--- src/rtl/spi_reg_if.sv ---
// Byte-level link between the SPI slave, the register controller and top-level LED logic.
interface spi_reg_if;
    logic       cs_active;
    logic       rx_valid;
    logic [7:0] rx_data;
    logic [7:0] tx_data;
    logic [7:0] led;
    logic       busy;
    logic       err;

    modport master (
        output cs_active, rx_valid, rx_data,
        input  tx_data, led, busy, err
    );

    modport slave (
        input  cs_active, rx_valid, rx_data,
        output tx_data, led, busy, err
    );
endinterface

--- src/rtl/spi_reg_ctrl.sv ---
// SPI command/register controller: one command byte per frame, then a write or read burst.
// Optional feature macro: SPI_REG_AUTOINC_EN (address advances and wraps after each data byte).
module spi_reg_ctrl #(
    parameter int unsigned NUM_REGS = 8,
    parameter logic [7:0]  ID_VALUE = 8'hA5
) (
    input logic       clk,
    input logic       rst_n,
    spi_reg_if.slave  bus
);
    localparam int unsigned   AW      = (NUM_REGS > 2) ? $clog2(NUM_REGS) : 1;
    localparam logic [AW-1:0] ID_ADDR = AW'(NUM_REGS - 1);

    typedef enum logic [2:0] {IDLE, CMD, WRITE, READ, DRAIN} state_t;

    state_t        state;
    logic [AW-1:0] addr;
    logic [7:0]    regs [NUM_REGS];
    logic [7:0]    tx_data;
    logic          err;

    logic          cmd_ok;
    logic [AW-1:0] cmd_idx;
    logic [7:0]    rd_cmd;
    logic [7:0]    rd_cur;

    function automatic logic [AW-1:0] next_addr(input logic [AW-1:0] a);
`ifdef SPI_REG_AUTOINC_EN
        return (a == ID_ADDR) ? '0 : a + AW'(1);
`else
        return a;
`endif
    endfunction

    // Read mux: the top address is the read-only ID register
    always_comb begin
        cmd_ok  = {1'b0, bus.rx_data[6:0]} < 8'(NUM_REGS);
        cmd_idx = AW'(bus.rx_data[6:0]);
        rd_cmd  = (cmd_idx == ID_ADDR) ? ID_VALUE : regs[cmd_idx];
        rd_cur  = (addr == ID_ADDR) ? ID_VALUE : regs[addr];
    end

    // Frame sequencer; a CS release overrides after the current byte is processed
    always_ff @(posedge clk or negedge rst_n) begin
        if (!rst_n) begin
            state   <= IDLE;
            addr    <= '0;
            tx_data <= 8'h00;
            err     <= 1'b0;
            for (int i = 0; i < int'(NUM_REGS); i++) regs[i] <= 8'h00;
        end else begin
            err <= 1'b0;
            case (state)
                IDLE: if (bus.cs_active) state <= CMD;
                CMD: if (bus.rx_valid) begin
                    if (!cmd_ok) begin
                        state   <= DRAIN;
                        err     <= 1'b1;
                        tx_data <= 8'h00;
                    end else if (bus.rx_data[7]) begin
                        state   <= READ;
                        tx_data <= rd_cmd;
                        addr    <= next_addr(cmd_idx);
                    end else begin
                        state <= WRITE;
                        addr  <= cmd_idx;
                    end
                end
                WRITE: if (bus.rx_valid) begin
                    if (addr != ID_ADDR) regs[addr] <= bus.rx_data;
                    addr <= next_addr(addr);
                end
                READ: if (bus.rx_valid) begin
                    tx_data <= rd_cur;
                    addr    <= next_addr(addr);
                end
                DRAIN:   tx_data <= 8'h00;
                default: state <= IDLE;
            endcase
            if (!bus.cs_active) begin
                state   <= IDLE;
                tx_data <= 8'h00;
            end
        end
    end

    assign bus.tx_data = tx_data;
    assign bus.led     = regs[0];
    assign bus.busy    = (state != IDLE);
    assign bus.err     = err;
endmodule

--- src/flat_wrapper.sv ---
// flat-port wrapper written by rule: the top's interface ports become plain ports
module spi_reg_ctrl_flat 
#(
    parameter int unsigned NUM_REGS = 8,
    parameter logic [7:0]  ID_VALUE = 8'hA5
)
  (clk, rst_n, bus_cs_active, bus_rx_valid, bus_rx_data, bus_tx_data, bus_led, bus_busy, bus_err);
  spi_reg_if bus_i ();
  input logic clk;
  input logic rst_n;
  input wire logic [$bits(bus_i.cs_active)-1:0] bus_cs_active;
  input wire logic [$bits(bus_i.rx_valid)-1:0] bus_rx_valid;
  input wire logic [$bits(bus_i.rx_data)-1:0] bus_rx_data;
  output wire logic [$bits(bus_i.tx_data)-1:0] bus_tx_data;
  output wire logic [$bits(bus_i.led)-1:0] bus_led;
  output wire logic [$bits(bus_i.busy)-1:0] bus_busy;
  output wire logic [$bits(bus_i.err)-1:0] bus_err;
  assign bus_i.cs_active = bus_cs_active;
  assign bus_i.rx_valid = bus_rx_valid;
  assign bus_i.rx_data = bus_rx_data;
  assign bus_tx_data = bus_i.tx_data;
  assign bus_led = bus_i.led;
  assign bus_busy = bus_i.busy;
  assign bus_err = bus_i.err;
  spi_reg_ctrl #(.NUM_REGS(NUM_REGS), .ID_VALUE(ID_VALUE)) u_core (.clk(clk), .rst_n(rst_n), .bus(bus_i));
endmodule
--- config.mk ---
export PLATFORM = sky130hd
export DESIGN_NAME = spi_reg_ctrl_flat
export DESIGN_NICKNAME = d
export VERILOG_FILES = /design/src/rtl/spi_reg_if.sv /design/src/rtl/spi_reg_ctrl.sv /design/src/flat_wrapper.sv
export SDC_FILE = /design/constraint.sdc
export NUM_CORES = 1
export LEC_CHECK = 0
export CAP_MARGIN = 5
export CORE_ASPECT_RATIO = 0.6
export CORE_MARGIN = 2
export CORE_UTILIZATION = 45
export DETAILED_ROUTE_END_ITERATION = 6
export PLACE_DENSITY = 0.66
export SLEW_MARGIN = 15
export SYNTH_ARGS = -nofsm -noshare
export SYNTH_HDL_FRONTEND = slang
export SYNTH_SLANG_ARGS = --single-unit
--- constraint.sdc ---
create_clock -name clk -period 2.5 [get_ports clk]
set_clock_uncertainty 0.1 [all_clocks]
set_input_delay 0.5 -clock clk [delete_from_list [all_inputs] [get_ports clk]]
set_output_delay 0.5 -clock clk [all_outputs]
set_load 0.005 [all_outputs]
==> results.cfg <==
[logic_synthesis]
syn-mean-instance-area_sq_um = 12.4
ys_seq_area_frac = 0.465
synth_fp_nets = 338
ys_warn_count = 0
netlist_area_sq_um = 4040
synthCells = 326
synth_ff_type = dfrtp_1
ys_ff_latch = 75
synthArstFlopShare = 1.00
synth_edf_count = 0
synthDistinctLibCells = 41

[place]
port_buffers = 29
dp_cells = 458
dpl.hpwl_um = 6800
gp_congestion = 0.847
place_area_sq_um = 4510

[sta]
tns_ps = 0
timing.final.crit_share = 0.923
period_needed_ps = 2310
setup_viol = 0
maxSlewViolCount = 0
max_freq_mhz = 434
relSlewSlack = 0.569
tightestPinTransition_ps = 639
hold_violations = 0
rsz0062_at_grt = no

[worst_setup_path]
crit_path_end_kind = output port
rrSetupSlack_ps = 340
path_class = register to output port
r2r_cells = 4
reg2reg_from = u_core.addr[2]
worstPathRequired_ps = 1900
crit_arrival_ps = 1710
worstReg2RegEnd = u_core.bus.tx_data[5]
critPathLaunchType = register
cp_max_fo = 11

[detailed_routing]
postRouteAntennaNets = 0
drtIter0Drc = 204
routed_wl_um = 9890
wl_per_cell_um = 20.9
drt_first_pass_iters = 5
route.detailed.drc = 0
vias = 2835
avgViaCountPerCell = 5.98

[cts]
cts_tree = yes
cts-root-buf = clkbuf_16
cts-resized-gates = 0
holdBufCountCts = 0
cts_buffer_depth = 2
clkTransAtPathRegs_ps = 60
cts_buffers = 9
clock_latency_ps = 340
h-tree-depth = 3
cts.sinks = 75
cts_setup_buffers = 0

[floorplan]
die_y_um = 77.4
start_util = 0.468
io_pins = 30
die_w_um = 126
core_sq_um = 8620
dieArea_sq_um = 9770
rows = 26

[flow_run]
max_cap_violations = 0

[grt]
busiest_layer = met1
antenna_found_initial = 0
use_met2 = 0.306
grt_max_degree = 46
grt_use_total = 0.223
grtUsageMet3 = 0.0593
overflow = 0
grt_pass1_wl_um = 16300
use_met1 = 0.343
grt_pass1_vias = 2814

[finish]
diodes = 0
fin_area_sq_um = 4880
area_growth_pct = 21.0
final_cell_count_no_fill = 474
final_nets = 369
drive_above_1_share = 0.334

[pwr]
switching_power_w = 0.000806
intPower_w = 0.00256
ir_worst_vdd_v = 0.000355
combPwrFrac = 0.135
p_per_area_nw_per_um2 = 690
power_frac_clock = 0.481
power_frac_seq = 0.384
leakagePower_nw = 2.19
swShare = 0.239

[hold_path]
hold_path.class = input pin to asynchronous set/reset pin

[run_status]
status = complete, no violations
## worst max path at each step
stage | to | cells after the start | slack [ps] | start
5_1_grt | bus_busy | 2 | 130 | u_core.state[2]
3_5_place_dp | u_core.bus.tx_data[1] | 6 | 30 | bus_rx_data[5]
6_report | bus_busy | 2 | 190 | u_core.state[2]
2_1_floorplan | u_core.bus.tx_data[6] | 6 | 490 | bus_rx_data[0]
3_3_place_gp | u_core.bus.tx_data[6] | 6 | 50 | bus_rx_data[5]
4_1_cts | bus_busy | 2 | 180 | u_core.state[2]
## cell type report
| class | count | area (sq um) |
|---|---|---|
| inverters | 1 | 3.75 |
| well taps | 112 | 140 |
| flip-flops and latches | 75 | 1880 |
| clock inverters | 6 | 136 |
| clock buffers | 10 | 239 |
| repair buffers | 51 | 503 |
| fillers | 704 | 3740 |
| multi-input cells | 219 | 1980 |
## power groups by stage
stage          sequential, W  combinational [W]  clock [W]
3_5_place_dp         0.00131           0.000453          0
4_1_cts              0.00129           0.000456    0.00165
5_1_grt              0.00130           0.000501    0.00172
6_report             0.00129           0.000456    0.00162
3_3_place_gp         0.00131           0.000450          0
2_1_floorplan        0.00129           0.000309          0
## through the flow
step	hold slack, ps	power, W	setup WS (ps)	util
detailed placement	266	0.00177	25.4	0.523
finish	63.9	0.00337	194	0.566
floorplan	104	0.00160	493	-
global placement	274	0.00176	52.5	0.523
CTS	81.9	0.00339	179	0.566
global route	109	0.00352	127	0.566
## synthesized netlist by cell type (all sizes together) (3+ instances only)
cell | number | area (sq um)
a211oi | 3 | 35.0
a21oi | 6 | 30.0
a22oi | 4 | 30.0
buf | 21 | 134
clkbuf | 10 | 37.5
dfrtp | 75 | 1880
mux2 | 60 | 676
mux2i | 46 | 460
mux4 | 8 | 180
nand2 | 14 | 52.6
nand2b | 7 | 43.8
nor2 | 17 | 73.8
nor2b | 3 | 18.8
nor3b | 3 | 33.8
o21ai | 7 | 35.0
o221a | 3 | 33.8
o22ai | 13 | 81.3
o311ai | 4 | 35.0
## cell families after synthesis
| logic type | count (synthesis) | share of synthesized area |
|---|---|---|
| AOI/OAI and AO/OA | 47 | 0.0840 |
| buffers and inverters | 32 | 0.0434 |
| DFF | 75 | 0.465 |
| muxes | 114 | 0.326 |
| and+or+nand+nor | 58 | 0.0815 |
## registers in the layout (all words and copies together), names as in the netlist
register            flops
u_core.addr             3
u_core.bus.tx_data      8
u_core.state            3
u_core.bus.err          1
u_core.bus.led          8
u_core.regs            52
## cells in the final DEF (no fill, tap or decap), types with 8 or more instances in the layout
| cell type | instances |
|---|---|
| mux2i_1 | 46 |
| clkbuf_16 | 9 |
| buf_4 | 19 |
| dfrtp_1 | 75 |
| nor2_1 | 13 |
| clkdlybuf4s50_1 | 28 |
| mux4_2 | 8 |
| mux2_2 | 59 |
| nand2_1 | 14 |
| o22ai_1 | 13 |
## routing by layer
layer,vias to the layer above,share of wire
li1,1282,-
met1,1442,0.49
met2,103,0.42
met3,8,0.072
met4,0,0.011
met5,-,0
## critical path, stage by stage, from the launching register on
cell             delay, ps
dfrtp_1                500
or3_1                  420
clkdlybuf4s50_1        450
No activity file was read; power rests on OpenSTA's default activity.
